**src/rtl/uart_fifo_bridge.sv**
```systemverilog
// CPU-side byte FIFOs bridged to a CPLD UART over a shared, arbitrated data bus.
// The FSM moves RX bytes in and TX bytes out using low-active read/write strobes.
module uart_fifo_bridge #(
  parameter int FIFO_DEPTH    = 16,
  parameter int STROBE_CYCLES = 2
) (
  input  logic       clk,
  input  logic       rst,
  input  logic       ce_i,
  input  logic       we_i,
  input  logic       addr_i,
  input  logic [7:0] data_i,
  output logic [7:0] data_o,
  output logic       irq_o,
  output logic       uart_rdn,
  output logic       uart_wrn,
  input  logic       uart_dataready,
  input  logic       uart_tbre,
  input  logic       uart_tsre,
  output logic       bus_req_o,
  input  logic       bus_gnt_i,
  output logic       bus_oe_o,
  output logic [7:0] bus_data_o,
  input  logic [7:0] bus_data_i
);

  localparam int AW = $clog2(FIFO_DEPTH);
  localparam int CW = AW + 1;
  localparam logic [CW-1:0] FULL_CNT = CW'(FIFO_DEPTH);
  localparam logic [CW-1:0] ZERO_CNT = {CW{1'b0}};
  localparam logic [3:0]    STB_LAST = 4'(STROBE_CYCLES - 1);

  typedef enum logic [2:0] {
    IDLE     = 3'd0,
    RD_STB   = 3'd1,
    RD_REL   = 3'd2,
    WR_SETUP = 3'd3,
    WR_STB   = 3'd4,
    WR_HOLD  = 3'd5,
    WR_WAIT  = 3'd6
  } state_t;

  state_t        state_r, state_nxt_s;
  logic [3:0]    cnt_r;
  logic          dr_meta_r, tbre_meta_r, tsre_meta_r;
  logic          dr_s, tbre_s, tsre_s;
  logic [7:0]    rx_mem [FIFO_DEPTH];
  logic [7:0]    tx_mem [FIFO_DEPTH];
  logic [AW-1:0] rx_wr_ptr_r, rx_rd_ptr_r, tx_wr_ptr_r, tx_rd_ptr_r;
  logic [CW-1:0] rx_cnt_r, tx_cnt_r, rx_cnt_nxt_s, tx_cnt_nxt_s;
  logic          rx_ovf_r, tx_ovf_r, rx_ovf_nxt_s, tx_ovf_nxt_s;
  logic [7:0]    data_r, bdata_r;
  logic          irq_r, rdn_r, wrn_r, req_r, oe_r;

  logic rx_empty_s, rx_full_s, tx_empty_s, tx_full_s;
  logic rx_go_s, tx_go_s, rx_go_nxt_s, tx_go_nxt_s;
  logic cpu_rd_s, cpu_tx_wr_s, status_rd_s, stb_last_s, wr_drive_nxt_s;
  logic rx_push_s, rx_push_ok_s, rx_pop_s, tx_push_ok_s, tx_pop_s;
  logic [7:0] status_s;

  assign rx_empty_s  = (rx_cnt_r == ZERO_CNT);
  assign rx_full_s   = (rx_cnt_r == FULL_CNT);
  assign tx_empty_s  = (tx_cnt_r == ZERO_CNT);
  assign tx_full_s   = (tx_cnt_r == FULL_CNT);
  assign rx_go_s     = dr_s && !rx_full_s;
  assign tx_go_s     = !tx_empty_s && tbre_s && tsre_s;
  assign stb_last_s  = (cnt_r == STB_LAST);

  assign cpu_rd_s    = ce_i && !we_i;
  assign cpu_tx_wr_s = ce_i && we_i && !addr_i;
  assign status_rd_s = cpu_rd_s && addr_i;

  // A full FIFO still takes a push when the other side pops it in the same cycle.
  assign rx_push_s    = (state_r == RD_STB) && stb_last_s;
  assign rx_pop_s     = cpu_rd_s && !addr_i && !rx_empty_s;
  assign rx_push_ok_s = rx_push_s && (!rx_full_s || rx_pop_s);
  assign tx_pop_s     = (state_r == WR_HOLD) && !tx_empty_s;
  assign tx_push_ok_s = cpu_tx_wr_s && (!tx_full_s || tx_pop_s);

  assign rx_cnt_nxt_s = rx_cnt_r + CW'(rx_push_ok_s) - CW'(rx_pop_s);
  assign tx_cnt_nxt_s = tx_cnt_r + CW'(tx_push_ok_s) - CW'(tx_pop_s);
  assign rx_ovf_nxt_s = (rx_ovf_r && !status_rd_s) || (dr_s && rx_full_s);
  assign tx_ovf_nxt_s = (tx_ovf_r && !status_rd_s) || (cpu_tx_wr_s && !tx_push_ok_s);
  assign status_s     = {rx_ovf_r, tx_ovf_r, 2'b00, tx_full_s, tx_empty_s, rx_full_s, !rx_empty_s};

  // Next-cycle view of the request terms so bus_req_o can be a flop.
  assign rx_go_nxt_s    = dr_meta_r && (rx_cnt_nxt_s != FULL_CNT);
  assign tx_go_nxt_s    = (tx_cnt_nxt_s != ZERO_CNT) && tbre_meta_r && tsre_meta_r;
  assign wr_drive_nxt_s = (state_nxt_s == WR_SETUP) || (state_nxt_s == WR_STB) ||
                          (state_nxt_s == WR_HOLD);

  // Two-flop synchronizers for the CPLD status lines.
  always_ff @(posedge clk) begin
    if (rst) begin
      {dr_meta_r, tbre_meta_r, tsre_meta_r} <= 3'b000;
      {dr_s, tbre_s, tsre_s}                <= 3'b000;
    end else begin
      {dr_meta_r, tbre_meta_r, tsre_meta_r} <= {uart_dataready, uart_tbre, uart_tsre};
      {dr_s, tbre_s, tsre_s}                <= {dr_meta_r, tbre_meta_r, tsre_meta_r};
    end
  end

  // Next-state logic; RX has priority over TX when the grant arrives.
  always_comb begin
    state_nxt_s = state_r;
    case (state_r)
      IDLE: begin
        if (bus_gnt_i && rx_go_s)      state_nxt_s = RD_STB;
        else if (bus_gnt_i && tx_go_s) state_nxt_s = WR_SETUP;
        else                           state_nxt_s = IDLE;
      end
      RD_STB:   state_nxt_s = stb_last_s ? RD_REL : RD_STB;
      RD_REL:   state_nxt_s = IDLE;
      WR_SETUP: state_nxt_s = WR_STB;
      WR_STB:   state_nxt_s = stb_last_s ? WR_HOLD : WR_STB;
      WR_HOLD:  state_nxt_s = WR_WAIT;
      WR_WAIT:  state_nxt_s = ((cnt_r >= 4'd2) && tsre_s) ? IDLE : WR_WAIT;
      default:  state_nxt_s = IDLE;
    endcase
  end

  // State register and per-state cycle counter (saturating for long waits).
  always_ff @(posedge clk) begin
    if (rst) begin
      state_r <= IDLE;
      cnt_r   <= 4'd0;
    end else begin
      state_r <= state_nxt_s;
      if (state_nxt_s != state_r) cnt_r <= 4'd0;
      else if (cnt_r != 4'hF)     cnt_r <= cnt_r + 4'd1;
    end
  end

  // FIFO pointers, occupancy and sticky overflow flags.
  always_ff @(posedge clk) begin
    if (rst) begin
      rx_wr_ptr_r <= '0;
      rx_rd_ptr_r <= '0;
      tx_wr_ptr_r <= '0;
      tx_rd_ptr_r <= '0;
      rx_cnt_r    <= ZERO_CNT;
      tx_cnt_r    <= ZERO_CNT;
      rx_ovf_r    <= 1'b0;
      tx_ovf_r    <= 1'b0;
    end else begin
      if (rx_push_ok_s) rx_wr_ptr_r <= rx_wr_ptr_r + AW'(1);
      if (rx_pop_s)     rx_rd_ptr_r <= rx_rd_ptr_r + AW'(1);
      if (tx_push_ok_s) tx_wr_ptr_r <= tx_wr_ptr_r + AW'(1);
      if (tx_pop_s)     tx_rd_ptr_r <= tx_rd_ptr_r + AW'(1);
      rx_cnt_r <= rx_cnt_nxt_s;
      tx_cnt_r <= tx_cnt_nxt_s;
      rx_ovf_r <= rx_ovf_nxt_s;
      tx_ovf_r <= tx_ovf_nxt_s;
    end
  end

  // FIFO storage; no reset needed since pointers define validity.
  always_ff @(posedge clk) begin
    if (!rst && rx_push_ok_s) rx_mem[rx_wr_ptr_r] <= bus_data_i;
    if (!rst && tx_push_ok_s) tx_mem[tx_wr_ptr_r] <= data_i;
  end

  // Registered CPU and CPLD-side outputs, derived from the next state.
  always_ff @(posedge clk) begin
    if (rst) begin
      data_r  <= 8'h00;
      irq_r   <= 1'b0;
      rdn_r   <= 1'b1;
      wrn_r   <= 1'b1;
      req_r   <= 1'b0;
      oe_r    <= 1'b0;
      bdata_r <= 8'h00;
    end else begin
      if (cpu_rd_s) data_r <= addr_i ? status_s : (rx_empty_s ? 8'h00 : rx_mem[rx_rd_ptr_r]);
      irq_r   <= (rx_cnt_nxt_s != ZERO_CNT) || rx_ovf_nxt_s || tx_ovf_nxt_s;
      rdn_r   <= (state_nxt_s != RD_STB);
      wrn_r   <= (state_nxt_s != WR_STB);
      req_r   <= (state_nxt_s != IDLE) || rx_go_nxt_s || tx_go_nxt_s;
      oe_r    <= wr_drive_nxt_s;
      bdata_r <= wr_drive_nxt_s ? tx_mem[tx_rd_ptr_r] : 8'h00;
    end
  end

  assign data_o     = data_r;
  assign irq_o      = irq_r;
  assign uart_rdn   = rdn_r;
  assign uart_wrn   = wrn_r;
  assign bus_req_o  = req_r;
  assign bus_oe_o   = oe_r;
  assign bus_data_o = bdata_r;

endmodule

```
**config.mk**
```make
export PLATFORM = sky130hd
export DESIGN_NAME = uart_fifo_bridge
export DESIGN_NICKNAME = d
export VERILOG_FILES = /design/src/rtl/uart_fifo_bridge.sv
export SDC_FILE = /design/constraint.sdc
export NUM_CORES = 1
export LEC_CHECK = 0
export ABC_CLOCK_PERIOD_IN_PS = 4500
export BUFFER_PORTS_ARGS = -buffer_cell sky130_fd_sc_hd__buf_4
export CAP_MARGIN = 20
export CORE_MARGIN = 2
export CORE_UTILIZATION = 45
export DETAILED_ROUTE_END_ITERATION = 8
export GPL_TIMING_DRIVEN = 0
export PLACE_DENSITY = 0.62
export RECOVER_POWER = 100
export SYNTH_ARGS = -nofsm -noshare
export SYNTH_HDL_FRONTEND = slang
export SYNTH_SLANG_ARGS = --single-unit
export TNS_END_PERCENT = 50
```
**constraint.sdc**
```tcl
create_clock -name clk -period 4.5 [get_ports clk]
set_input_delay 0.225 -clock clk [delete_from_list [all_inputs] [get_ports clk]]
set_output_delay 0.225 -clock clk [all_outputs]
set_load 0.01 [all_outputs]
```
==> flow_summary.yaml <==
run_status:
  run_status: "finished clean"
timing:
  slew_at_the_pin_with_the_worst_max_slew_slack_ns: 1.428
  rsz0062_at_grt: "no"
  clock_skew_ns: 0.03451
  slew_viol_final: 0
  hold-worst-slack_ns: 0.09143
  clock.fmax_mhz: 252.3
  relSlewSlack_pct: 4.078
  finalSetupViolCount: 0
  timing.final.crit_share_pct: 88.08
  layout_min_cycle_time_ns: 3.964
  finalHoldViolCount: 0
  final.setup.tns_ns: 0
clock_network:
  clock_sinks: 322
  numCtsBuffers: 34
  root_buffer: "clkbuf_16"
  clkSlewWorstSetupHoldPaths_ns: 0.06
  cts_htree_levels: 2
  clock_latency_ns: 0.52
  ctsHoldBuffers: 5
  total_of_cells_resized_after_clock_tree_synthesis: 0
  setup_fix_buffers_added_after_clock_tree_synthesis: 0
  clock_tree.buffer_depth: 3
  cts_tree: "built"
setup_path:
  crit_arrival_ns: 4.36
  crit_end: "bus_req_o"
  critPathMaxFanout: 9
  crit_path_max_incr_delay_ns: 0.59
  reg2regPathDepth: 14
  worst_ep_required_time_ns: 4.89
  r2r-end: "bus_req_o"
  critPathTopFamily: "adder cells"
  setup.worst_path.class: "register to register"
  critPathBufInv: 3
  path_common_cell: "ha_1"
  worstSetupPathDepth: 14
  crit_path_cell_trace: "ha_1 -> nor3b_1 -> o2111a_1 -> clkbuf_1 -> inv_1 -> ha_1 -> inv_1 -> ha_1 -> fa_1 -> a21oi_1 -> o21bai_1 -> xnor2_1 -> nand4b_1 -> a211o_1"
  worst_setup_path_startpoint: "cnt_r[0]"
  reg_to_reg_setup_timing_slack_ns: 0.54
  critical_path.reg2reg.startpoint: "cnt_r[0]"
  slowest_stage: "nor3b_1"
  end_kind: "register"
  start_kind: "register"
layout:
  antenna-diode-count: 0
  mostFrequentLayoutCell: "edfxtp_1"
  design_area_mm2: 0.01453
  final_layout_fill_cell_count: 2225
  area_growth_syn_to_layout_pct: 13.65
  final-seq-area_mm2: 0.009009
  drive_gt1_share_pct: 16.77
  multiInputGateArea_mm2: 0.003525
  finish.net_count: 873
  most-common-layout-cells: "edfxtp_1, nor2_1, mux4_2"
route:
  drtIter0Drc: 522
  route.antenna.remaining_nets: 0
  via_count: 6560
  post_drt_via_cell_ratio: 5.355
  post_drt_wl_per_cell_um: 20.52
  drc: 0
  drt_pass1_iterations: 5
  totalWireLength_um: 25130
placement:
  buffer_ports.inserted: 43
  gp_congestion: 0.8434
  dpl_cell_area_mm2: 0.01360
  detailedPlacementHpwl_um: 16960
yosys:
  synth_flop_cell: "edfxtp_1"
  synth_top_area_cell: "edfxtp_1"
  ys_async_sr_fraction_pct: 0
  synth.distinct_cells: 55
  synth.yosys.seq_area_share_pct: 70.46
  synth_seq_cells: 322
  synth.area.top_cells: "edfxtp_1, mux4_2, dfxtp_1, ha_1, nor2_1"
  synth_edf_count: 256
  avgSynthCellArea_um2: 17.42
  syn-num-nets: 786
  synth_cells: 734
  synth-warning-count: 0
  post_synth_instance_area_mm2: 0.01279
  yosys.area.top_type_share_pct: 60.12
floorplanning:
  i_o_pins: 46
  dieWidth_um: 172.6
  die_y_um: 172.6
  core_region_area_mm2: 0.02786
  std_cell_rows: 61
  start_util_pct: 45.90
  fp.dieArea_mm2: 0.02978
hold_path:
  min_path_type: "primary input to register"
  hp-start: "we_i"
pwr:
  static-leakage-power_nw: 4.606
  vdd_ir_drop_max_v: 0.0003183
  power_density_over_cell_area_mw_per_mm2: 443.9
global_routing:
  vias_in_the_first_global_route: 6888
  first_pass_grt_wire_length_um: 39830
  grt_start_max_net_pins: 17
  antenna_violations_before_repair: 0
  grt.overflow.total: 0
  grt_use_total_pct: 17.37
flow_run:
  max_cap_viol_count: 0
[how the worst min path moves through the flow]
stage | end | slack [ns] | depth (start not counted)
global placement | tbre_meta_r | 0.44 | 2
detailed placement | dr_meta_r | 0.44 | 2
global route | data_o[0] | 0.12 | 4
CTS | tx_mem[8][1] | 0.003 | 1
floorplan | rx_mem[0][0] | 0.32 | 0
finish | data_o[0] | 0.09 | 4
[power by group]
group | switching [mW] | internal [mW]
registers | 0.0466 | 3.27
clock network | 1.09 | 1.52
logic | 0.303 | 0.217
total | 1.44 | 5.01
[flip-flops by register name, indices dropped and copies added (netlist names), 3 cells and up, named ones only]
signal       flops
tx_rd_ptr_r      4
rx_cnt_r         5
data_o           8
tx_wr_ptr_r      4
cnt_r            4
state_r          3
rx_mem         128
rx_wr_ptr_r      4
bus_data_o       8
rx_rd_ptr_r      4
tx_mem         128
tx_cnt_r         5
[worst reg2reg max path, cell delays in order, from the launching register on]
cell and delay, ns:
dfxtp_1 0.43, ha_1 0.20, nor3b_1 0.59, o2111a_1 0.31
clkbuf_1 0.36, inv_1 0.09, ha_1 0.30, inv_1 0.05
ha_1 0.20, fa_1 0.41, a21oi_1 0.18, o21bai_1 0.10
xnor2_1 0.16, nand4b_1 0.19, a211o_1 0.30
[cell usage after synthesis, types with 3 or more instances]
library cell,count
nor3_1,6
nand2_1,25
ha_1,25
or3_1,3
a31oi_1,7
xor2_1,9
a21oi_1,11
mux2_2,7
and3_1,3
buf_1,8
nand4_1,4
dfxtp_1,66
nor2b_1,27
edfxtp_1,256
xnor2_1,12
inv_1,21
buf_6,3
mux4_2,73
buf_2,8
a211oi_1,6
a22oi_1,11
clkbuf_1,11
nand2b_1,4
nor2_1,75
nand3_1,13
[logic make-up (layout without fill, tap and decap cells)]
| group | Yosys count | after routing | synth area share [%] |
|---|---|---|---|
| buffers and inverters | 52 | 165 | 1.810 |
| DFF | 322 | 322 | 70.46 |
| xor gates and xnor gates | 21 | 21 | 1.439 |
| adders and majority gates | 27 | 27 | 2.760 |
| and+or+nand+nor | 177 | 177 | 6.869 |
| muxes | 82 | 82 | 13.63 |
| AOI/OAI and AO/OA | 53 | 53 | 3.034 |
[final cells by class]
cell class,instances,share of cell area (%)
Sequential cell,322,61.99
Multi-Input combinational cell,360,24.26
Clock buffer,48,6.432
Tap cell,378,3.255
Timing Repair Buffer,51,1.688
Buffer,31,1.025
Clock inverter,14,0.8094
Inverter,21,0.5425
[per-stage QoR]
step	setup slack [ns]	utilization (%)	power (mW)	instances
finish	0.5363	52.16	6.451	1225
global route	0.2914	52.16	6.704	1225
CTS	0.7303	52.78	6.543	1225
detailed placement	0.7791	48.83	3.923	1158
global placement	0.9655	48.75	3.901	1155
floorplan	1.334	-	3.734	734
[layer usage]
layer  share of wire (%)  global-route usage [%]  vias to the layer above
li1                    -                       -                     3020
met1                  43                   22.89                     3331
met2                  50                   29.18                      157
met3                 4.2                   2.924                       52
met4                 2.7                   6.410                        0
met5                   0                       0                        -
Note: power is estimated with default switching activity, not from simulation.
